<file path="src/rtl/mc14500b_pkg.sv">
// Shared types for the MC14500B ICU program sequencer: PC width, PC type and sequencer states.
package mc14500b_pkg;

    localparam int ADDR_W = 8;

    typedef logic [ADDR_W-1:0] pc_t;

    typedef enum logic [1:0] {
        SEQ_IDLE = 2'd0,
        SEQ_RUN  = 2'd1,
        SEQ_STEP = 2'd2,
        SEQ_HALT = 2'd3
    } seq_state_t;

    function automatic pc_t pc_inc(input pc_t pc);
        return pc + pc_t'(1);
    endfunction

endpackage

</file>
<file path="src/rtl/mc14500b_ret_stack.sv">
// Return-address LIFO for JMP-as-call. Overflowing pushes and underflowing pops are dropped;
// the sequencer detects those cases from full/empty and flags them itself.
module mc14500b_ret_stack
    import mc14500b_pkg::*;
#(
    parameter int DEPTH = 4
) (
    input  logic       i_clk,
    input  logic       i_rst_n,
    input  logic       i_push,
    input  logic       i_pop,
    input  logic       i_clear,
    input  pc_t        i_data,
    output pc_t        o_top,
    output logic [4:0] o_count,
    output logic       o_full,
    output logic       o_empty
);

    localparam int IDX_W = (DEPTH > 1) ? $clog2(DEPTH) : 1;

    pc_t              r_mem [DEPTH];
    logic [4:0]       r_count;
    logic [IDX_W-1:0] w_wr_idx;
    logic [IDX_W-1:0] w_rd_idx;

    assign w_wr_idx = IDX_W'(r_count);
    assign w_rd_idx = IDX_W'(r_count - 5'd1);
    assign o_full   = (r_count == 5'(DEPTH));
    assign o_empty  = (r_count == 5'd0);
    assign o_count  = r_count;
    assign o_top    = o_empty ? '0 : r_mem[w_rd_idx];

    // Entries are never read above the occupancy count, so the array needs no reset.
    always_ff @(posedge i_clk) begin
        if (i_push && !o_full && !i_clear) begin
            r_mem[w_wr_idx] <= i_data;
        end
    end

    always_ff @(posedge i_clk or negedge i_rst_n) begin
        if (!i_rst_n) begin
            r_count <= 5'd0;
        end else if (i_clear) begin
            r_count <= 5'd0;
        end else if (i_push && !o_full) begin
            r_count <= r_count + 5'd1;
        end else if (i_pop && !o_empty) begin
            r_count <= r_count - 5'd1;
        end
    end

endmodule

</file>
<file path="src/rtl/mc14500b_sequencer.sv">
// Program sequencer for an MC14500B ICU: PC, run/step/halt control, call/return stack,
// FLG0 halt and FLGF loop policies.
//
// state    | meaning
// SEQ_IDLE | paused, CPU_EN=0; RUN starts free-run, STEP executes one instruction
// SEQ_RUN  | free-run, CPU_EN=1; drops to IDLE after the instruction in flight when RUN=0
// SEQ_STEP | one executed instruction, then back to IDLE
// SEQ_HALT | stopped by FLG0 or a stack fault; only RESTART or reset leave it
module mc14500b_sequencer
    import mc14500b_pkg::*;
#(
    parameter pc_t START_ADDRESS = 8'h00,
    parameter int  STACK_DEPTH   = 4,
    parameter bit  CALL_ON_JMP   = 1'b1,
    parameter bit  FLG0_HALT     = 1'b0,
    parameter bit  FLGF_LOOP     = 1'b0
) (
    input  logic       i_clk,
    input  logic       i_rst_n,
    input  logic       i_run,
    input  logic       i_step,
    input  logic       i_restart,
    input  pc_t        i_rom_data,
    input  logic       i_jmp,
    input  logic       i_rtn,
    input  logic       i_flg0,
    input  logic       i_flgf,
    output pc_t        o_addr,
    output logic       o_cpu_en,
    output logic       o_halted,
    output logic       o_stk_ovf,
    output logic       o_stk_unf,
    output logic [3:0] o_sp,
    output pc_t        o_trace
);

    seq_state_t r_state;
    seq_state_t w_state_nxt;
    pc_t        r_pc;
    pc_t        w_pc_nxt;
    pc_t        r_trace;
    logic       r_ovf;
    logic       r_unf;

    logic       w_cpu_en;
    logic       w_halt_flg0;
    logic       w_push_req;
    logic       w_pop_req;
    logic       w_loop;
    logic       w_exec_fault;
    logic       w_ovf_evt;
    logic       w_unf_evt;
    logic       w_push;
    logic       w_pop;
    logic       w_clear;

    pc_t        w_stk_top;
    logic [4:0] w_stk_count;
    logic       w_stk_full;
    logic       w_stk_empty;

    mc14500b_ret_stack #(
        .DEPTH (STACK_DEPTH)
    ) u_ret_stack (
        .i_clk   (i_clk),
        .i_rst_n (i_rst_n),
        .i_push  (w_push),
        .i_pop   (w_pop),
        .i_clear (w_clear),
        .i_data  (pc_inc(r_pc)),
        .o_top   (w_stk_top),
        .o_count (w_stk_count),
        .o_full  (w_stk_full),
        .o_empty (w_stk_empty)
    );

    // RESTART kills the enable in its own cycle so the ICU never sees a half-cancelled instruction.
    assign w_cpu_en = !i_restart && ((r_state == SEQ_RUN) || (r_state == SEQ_STEP));

    always_comb begin
        w_pc_nxt    = pc_inc(r_pc);
        w_halt_flg0 = 1'b0;
        w_push_req  = 1'b0;
        w_pop_req   = 1'b0;
        w_loop      = 1'b0;
        if (i_flg0 && FLG0_HALT) begin
            w_halt_flg0 = 1'b1;
            w_pc_nxt    = r_pc;
        end else if (i_jmp) begin
            w_pc_nxt   = i_rom_data;
            w_push_req = CALL_ON_JMP;
        end else if (i_rtn) begin
            w_pop_req = 1'b1;
            w_pc_nxt  = w_stk_empty ? r_pc : w_stk_top;
        end else if (i_flgf && FLGF_LOOP) begin
            w_loop   = 1'b1;
            w_pc_nxt = START_ADDRESS;
        end
    end

    assign w_exec_fault = w_halt_flg0 || (w_push_req && w_stk_full) || (w_pop_req && w_stk_empty);
    assign w_ovf_evt    = w_cpu_en && w_push_req && w_stk_full;
    assign w_unf_evt    = w_cpu_en && w_pop_req && w_stk_empty;
    assign w_push       = w_cpu_en && w_push_req && !w_stk_full;
    assign w_pop        = w_cpu_en && w_pop_req && !w_stk_empty;
    assign w_clear      = i_restart || (w_cpu_en && w_loop);

    always_comb begin
        w_state_nxt = r_state;
        if (i_restart) begin
            w_state_nxt = SEQ_IDLE;
        end else begin
            case (r_state)
                SEQ_IDLE: begin
                    if (i_run) begin
                        w_state_nxt = SEQ_RUN;
                    end else if (i_step) begin
                        w_state_nxt = SEQ_STEP;
                    end
                end
                SEQ_RUN: begin
                    if (w_exec_fault) begin
                        w_state_nxt = SEQ_HALT;
                    end else if (!i_run) begin
                        w_state_nxt = SEQ_IDLE;
                    end
                end
                // Always returning to IDLE keeps a held STEP from executing twice in a row.
                SEQ_STEP: begin
                    w_state_nxt = w_exec_fault ? SEQ_HALT : SEQ_IDLE;
                end
                SEQ_HALT: begin
                    w_state_nxt = SEQ_HALT;
                end
                default: begin
                    w_state_nxt = SEQ_IDLE;
                end
            endcase
        end
    end

    always_ff @(posedge i_clk or negedge i_rst_n) begin
        if (!i_rst_n) begin
            r_state <= SEQ_IDLE;
            r_pc    <= START_ADDRESS;
            r_trace <= '0;
            r_ovf   <= 1'b0;
            r_unf   <= 1'b0;
        end else begin
            r_state <= w_state_nxt;
            if (i_restart) begin
                r_pc  <= START_ADDRESS;
                r_ovf <= 1'b0;
                r_unf <= 1'b0;
            end else if (w_cpu_en) begin
                r_pc    <= w_pc_nxt;
                r_trace <= r_pc;
                if (w_ovf_evt) begin
                    r_ovf <= 1'b1;
                end
                if (w_unf_evt) begin
                    r_unf <= 1'b1;
                end
            end
        end
    end

    assign o_addr    = r_pc;
    assign o_cpu_en  = w_cpu_en;
    assign o_halted  = (r_state == SEQ_HALT);
    assign o_stk_ovf = r_ovf;
    assign o_stk_unf = r_unf;
    // A 16-deep stack can hold 16 entries; the 4-bit port saturates at 15 for that one case.
    assign o_sp      = (w_stk_count > 5'd15) ? 4'hF : w_stk_count[3:0];
    assign o_trace   = r_trace;

endmodule
</file>
<file path="config.mk">
export PLATFORM = sky130hd
export DESIGN_NAME = mc14500b_sequencer
export DESIGN_NICKNAME = d
export VERILOG_FILES = /design/src/rtl/mc14500b_pkg.sv /design/src/rtl/mc14500b_ret_stack.sv /design/src/rtl/mc14500b_sequencer.sv
export SDC_FILE = /design/constraint.sdc
export NUM_CORES = 1
export LEC_CHECK = 0
export CAP_MARGIN = 20
export CORE_ASPECT_RATIO = 1.4
export CORE_MARGIN = 10
export CORE_UTILIZATION = 35
export CTS_CLUSTER_DIAMETER = 40
export CTS_CLUSTER_SIZE = 40
export DETAILED_ROUTE_END_ITERATION = 10
export GPL_TIMING_DRIVEN = 0
export PLACE_DENSITY = 0.58
export SLEW_MARGIN = 20
export SYNTH_ARGS = -nofsm -noshare
export SYNTH_HDL_FRONTEND = slang
export SYNTH_SLANG_ARGS = --single-unit
</file>
<file path="constraint.sdc">
create_clock -name i_clk -period 2.8 [get_ports i_clk]
set_input_delay 0.42 -clock i_clk [delete_from_list [all_inputs] [get_ports i_clk]]
set_output_delay 0.42 -clock i_clk [all_outputs]
set_load 0.03 [all_outputs]
</file>
==> flow_summary_export.csv, run 1 <==
group,metric,value,unit
status,status,"complete, no violations",
global_routing,grt_remaining_overflow,0,
setup_path,worst-setup-path-type,"flip-flop to primary output",
logic_synthesis,synth_top_family_by_area,"simple AND/OR/NAND/NOR gates",
place,dp_hpwl,4.78,mm
place,dpl.cell_count,383,
detailed_routing,initialDrtViolationCount,91,
clocking,root_buffer,"clkbuf_16",
clocking,cts_tree,"done",
power_and_ir_drop,power_frac_seq,0.329,
setup_path,reg2reg_depth,8,
timing,skew,0.00416,ns
run,maxCapViolCount,0,
timing,max_slew_margin,0.575,
detailed_routing,drt_first_pass_iters,4,
power_and_ir_drop,power,3880,µW
logic_synthesis,synth_cell_types,59,
power_and_ir_drop,p_leak,0.00151,µW
setup_path,arrival,2.16,ns
logic_synthesis,synth_edf_count,32,
logic_synthesis,synth-simple-area-share,0.165,
die,dieArea,12300,µm²
clocking,cts_made_buffers,9,
detailed_routing,viasPerCell,5.12,
setup_path,setup.worst_path.end_class,"primary output",
global_routing,grt_pass1_wl,10.5,mm
timing,fin_crit,2.58,ns
clocking,cts_setup_buffers,0,
die,dieHeight,127,µm
setup_path,cp-start-kind,"flip-flop",
setup_path,cp.required,2.38,ns
timing,finalSetupViolations,0,
clocking,path_clk_slew,0.05,ns
logic_synthesis,synthArstFlopShare,0.439,
logic_synthesis,synthesis.nets,270,
logic_synthesis,synthTopCellsByCount,"edfxtp_1 (32), nand2_1 (31), dfrtp_1 (25)",
logic_synthesis,yosys.area.top_type,"edfxtp_1",
timing,fin_crit_sh,0.921,
finish,final_cells,399,
power_and_ir_drop,power_density,1050,nW/µm²
detailed_routing,wirelength,6.36,mm
timing,hold_viol_final,0,
power_and_ir_drop,switchingPower,1430,µW
clocking,htreeDepth,3,
worst_hold_path,hold_class,"input pin to async pin",
setup_path,r2r-start,"u_ret_stack.o_count[0]",
global_routing,grt_use_total,0.108,
logic_synthesis,ys_seq_area_frac,0.550,
global_routing,grt_pass1_vias,1986,
power_and_ir_drop,vdd_ir_drop_max,0.503,mV
finish,multi_input_area,1190,µm²
detailed_routing,vias,2041,
global_routing,antenna_found_initial,0,
timing,fmax,388,MHz
logic_synthesis,synth_compound_area_frac,0.117,
timing,rsz0062_at_grt,"false",
clocking,cts_sinks,57,
logic_synthesis,synth_ff_type,"edfxtp_1",
finish,fill_cells,760,
logic_synthesis,ys_warn_count,0,
logic_synthesis,synth_area_per_cell,11.9,µm²
clocking,ctsResizeCount,2,
logic_synthesis,synthXorXnorAreaFrac,0.0152,
die,coreArea,8100,µm²
place,io_buffers,38,
finish,n_antenna_cell,0,
logic_synthesis,synth_top_area_frac,0.333,
timing,drv_slew,0,
die,num_rows,39,
clocking,cts.path.max_buffers,2,
die,ios,41,
power_and_ir_drop,p_comb_frac,0.398,
detailed_routing,wl_per_cell,15.9,µm
die,die_w,96.7,µm
finish,seq_area,1590,µm²
clocking,ctsHoldBuffers,0,
detailed_routing,route.detailed.drc,0,
logic_synthesis,synth_most_common_cell,"edfxtp_1",
detailed_routing,ant_nets,0,
power_and_ir_drop,clockPowerShare,0.273,
setup_path,r2r_slack,0.26,ns
clocking,clock_latency,0.33,ns
setup_path,reg2reg_to,"o_addr[6]",
logic_synthesis,synthAdderAreaFrac,0.0434,
place,gp_congestion,0.733,
timing,worst_pin_slew,0.638,ns
power_and_ir_drop,p_int,2450,µW
die,initial_core_util,0.356,
logic_synthesis,netlist_instances,243,
logic_synthesis,synth_area,2880,µm²
finish,final_nets,319,
logic_synthesis,ys_ff_latch,57,
finish,drive_gt1_frac,0.131,
logic_synthesis,synthTopCellsByArea,"edfxtp_1 (33%), dfrtp_1 (22%), mux4_2 (4.7%), ha_1 (4.3%), nand2_1 (4.0%)",
finish,area_growth,28.1,%
power_and_ir_drop,switching_share,0.368,
global_routing,grt_max_degree,26,
setup_path,cp_max_fo,10,
logic_synthesis,synth_mux_area_frac,0.0738,
## worst max-delay path, cell delays in order (launching register included)
cell and delay, ns:
dfrtp_1 0.39, inv_1 0.08, ha_1 0.38, nand2b_1 0.12, clkbuf_2 0.24, clkinvlp_4 0.21, dlygate4sd2_1 0.40
## cells in the final DEF (no fill, tap or decap), types with 2 or more instances in the layout
cell type	instances
clkdlybuf4s50_1	33
edfxtp_1	32
nand2_1	31
dfrtp_1	25
nand3_1	11
inv_1	10
ha_1	10
clkbuf_16	9
and3_1	7
nor2_1	7
o21ai_0	6
buf_2	6
mux4_2	6
nand2b_1	5
o2bb2ai_1	5
nor2b_1	5
clkinvlp_4	4
a211oi_1	4
mux2i_1	4
clkbuf_1	3
nand4_1	3
o21bai_1	3
nor3_1	3
xnor2_1	3
a21oi_1	3
o22ai_1	3
o21ai_1	3
dlymetal6s2s_1	3
o21a_1	2
or2_2	2
xor2_1	2
clkbuf_2	2
clkinv_1	2
nor3b_1	2
a21o_1	2
and2_1	2
o31ai_1	2
a2bb2oi_1	2
a31oi_1	2
## power groups by stage
stage	sequential, µW	clock, µW	combinational, µW
2_1_floorplan	1440	0	883
3_3_place_gp	1290	0	1560
3_5_place_dp	1290	0	1570
4_1_cts	1280	1090	1570
5_1_grt	1310	1130	1690
6_report	1280	1060	1550
## per-layer routing
layer,track usage,share of wire,vias to the layer above,routed length [µm]
met5,0,0,-,0
met2,0.181,0.51,33,3250
met4,0.0801,0.031,0,195
met1,0.119,0.43,991,2740
li1,-,-,1005,-
met3,0.0200,0.028,12,178
## per-stage QoR
stage | utilization | hold slack (ns) | setup slack [ns] | instance area (µm²) | TNS (ns)
after floorplan | - | 0.124 | 0.637 | 2880 | 0
after global placement | 0.419 | 0.458 | -0.0959 | 3390 | -0.0959
after CTS | 0.454 | 0.103 | 0.0134 | 3680 | 0
after detailed placement | 0.418 | 0.455 | -0.0955 | 3390 | -0.0955
after global routing | 0.456 | 0.133 | 0.00965 | 3690 | 0
final | 0.456 | 0.0858 | 0.221 | 3690 | 0
## cell type report
| class | count | share of cell area |
|---|---|---|
| inverter | 12 | 0.0132 |
| timing repair buffer | 38 | 0.103 |
| clock inverter | 7 | 0.0190 |
| buffer | 11 | 0.0156 |
| tap | 102 | 0.0346 |
| multi-input combinational | 163 | 0.324 |
| clock buffer | 9 | 0.0610 |
| sequential | 57 | 0.430 |
## worst max path at each step
stage / startpoint / endpoint / slack (ns) / cells after the start
final: r_state[0] / o_cpu_en / 0.22 / 6
after floorplan: u_ret_stack.o_count[0] / o_addr[6] / 0.64 / 8
after global placement: i_restart / o_cpu_en / -0.1 / 5
after global routing: r_state[0] / o_cpu_en / 0.01 / 6
after detailed placement: i_restart / o_cpu_en / -0.1 / 5
after CTS: u_ret_stack.o_count[0] / o_sp[0] / 0.01 / 6
## cells by family (layout without fill, tap and decap cells)
group / after synthesis / after routing
AOI/OAI and AO/OA: 46 / 46
xor gates and xnor gates: 5 / 5
DFF: 57 / 57
adders and majority gates: 10 / 10
muxes: 13 / 13
and+or+nand+nor: 89 / 89
buffers and inverters: 23 / 77
## registers in the layout (all words and copies together), names as in the netlist
signal and flops:
o_trace 8, o_stk_unf 1, o_stk_ovf 1, r_state 2, u_ret_stack.o_count 5, o_addr 8, u_ret_stack.r_mem 32
No activity file was read; power rests on OpenSTA's default activity.
==> run 2, diff against run 1 <==
- PLACE_DENSITY: 0.58 -> 0.6
- clock period: 2.8 -> 2.3 ns (I/O delays scaled with it)
==> run 2 against run 1 <==
Net effect:
- combinational power increased by 30%
- core utilization increased by 0.93 points
- wire length increased by 3.4%
- via count unchanged
- cell area increased by 2.0%
==> flow_summary_export.csv, run 2 (same netlist as run 1, synthesis figures left out) <==
group,metric,value,unit
status,status,"complete, no violations",
die,num_rows,39,
place,io_buffers,38,
timing,finalSetupViolations,0,
detailed_routing,vias,2041,
clocking,path_clk_slew,0.05,ns
timing,fin_crit,2.15,ns
finish,largest-register,"u_ret_stack.r_mem",
place,gp_congestion,0.770,
setup_path,reg2reg_to,"u_ret_stack.o_count[3]",
finish,layout_commonest_cell,"clkdlybuf4s50_1",
worst_hold_path,hold_class,"input pin to async pin",
timing,hold_viol_final,0,
global_routing,grt_pass1_vias,2137,
detailed_routing,wl_per_cell,16.4,µm
run,maxCapViolCount,0,
timing,skew,0.00639,ns
place,dpl.cell_count,383,
clocking,clock_latency,0.33,ns
die,initial_core_util,0.356,
die,dieArea,12300,µm²
die,coreArea,8100,µm²
die,ios,41,
die,dieHeight,127,µm
timing,drv_slew,0,
die,die_w,96.7,µm
detailed_routing,wirelength,6.58,mm
power_and_ir_drop,power_density,1340,nW/µm²
setup_path,cp.required,2.51,ns
finish,final_cells,402,
detailed_routing,ant_nets,0,
timing,rsz0062_at_grt,"false",
place,dpl_worst_slack,-0.457,ns
timing,fmax,465,MHz
finish,area_growth,30.7,%
finish,largest_register_ffs,32,
detailed_routing,viasPerCell,5.08,
finish,final_cell_mix,"clkdlybuf4s50_1 (33), edfxtp_1 (32), nand2_1 (31)",
global_routing,grt_pass1_wl,10.8,mm
clocking,cts_tree,"done",
clocking,cts_sinks,57,
detailed_routing,drt_first_pass_iters,4,
clocking,cts.path.max_buffers,2,
clocking,root_buffer,"clkbuf_16",
setup_path,cp_max_fo,10,
global_routing,grt_use_total,0.109,
finish,n_antenna_cell,0,
place,dp_hpwl,4.80,mm
finish,drive_gt1_frac,0.167,
global_routing,antenna_found_initial,0,
power_and_ir_drop,vdd_ir_drop_max,0.600,mV
setup_path,setup.worst_path.end_class,"flip-flop",
detailed_routing,initialDrtViolationCount,119,
detailed_routing,route.detailed.drc,0,
global_routing,grt_max_degree,26,
clocking,cts_made_buffers,9,
global_routing,grt_remaining_overflow,0,
timing,worst_pin_slew,0.599,ns
power_and_ir_drop,p_leak,0.00152,µW
timing,max_slew_margin,0.601,
timing,fin_hold_ws,0.0105,ns
setup_path,arrival,2.36,ns
timing,worst_slack,0.150,ns
timing,fin_crit_sh,0.935,
setup_path,worst-setup-path-type,"flip-flop to flip-flop",
setup_path,r2r-start,"u_ret_stack.o_count[0]",
finish,final_nets,323,
setup_path,reg2reg_depth,7,
setup_path,cp-start-kind,"flip-flop",
clocking,htreeDepth,3,
setup_path,r2r_slack,0.15,ns
==> run 2: worst max-delay path by stage <==
stage,cells after the start,endpoint,start,slack (ns)
after floorplan,8,o_addr[6],u_ret_stack.o_count[0],0.14
after global placement,5,o_cpu_en,i_restart,-0.44
after detailed placement,6,o_cpu_en,r_state[0],-0.46
after CTS,6,o_cpu_en,r_state[1],-0.009
after global routing,7,o_addr[6],u_ret_stack.o_count[0],0.04
final,7,u_ret_stack.o_count[3],u_ret_stack.o_count[0],0.15
==> run 2: worst max-delay path, cell delays in order (launching register included) <==
cell	delay [ns]
dfrtp_2	0.45
buf_6	0.17
inv_2	0.08
ha_2	0.21
or3b_4	0.43
o211ai_4	0.25
a22oi_2	0.13
mux2_4	0.30
==> run 2: repair_timing <==
item	in CTS	in global routing
gates resized for setup	21	11
buffers inserted	0	4
pin swaps	0	1
setup endpoints to repair	47	14
hold buffers	0	0
==> run 2: through the flow <==
step | util | cell area (µm²) | setup TNS, ns | power, µW
after global placement | 0.419 | 3390 | -3.99 | 3460
after floorplan | - | 2880 | 0 | 2830
after detailed placement | 0.418 | 3390 | -4.22 | 3490
final | 0.465 | 3770 | 0 | 5050
after CTS | 0.463 | 3750 | -0.00872 | 5040
after global routing | 0.465 | 3770 | 0 | 5350
==> run 2: layout make-up <==
type / count / area (µm²)
Buffer: 11 / 68.8
Multi-Input combinational cell: 163 / 1220
Clock buffer: 9 / 225
Clock inverter: 6 / 108
Timing Repair Buffer: 42 / 385
Sequential cell: 57 / 1590
Inverter: 12 / 46.3
Tap cell: 102 / 128
Fill cell: 764 / 4330
==> run 2: layer usage <==
layer / wire [µm] / global-route usage
met5: 0 / 0
met4: 91 / 0.0487
met3: 300 / 0.0351
met2: 3480 / 0.194
met1: 2710 / 0.116
==> run 2: report_power, final <==
part | internal [µW] | switching (µW)
combinational | 875 | 1130
sequential | 1360 | 193
clock | 1040 | 440
==> run 3, diff against run 2 <==
- TNS_END_PERCENT: default -> 30
==> results of run 3 <==
The final DEF is identical to that of run 2; final timing and power are the same.
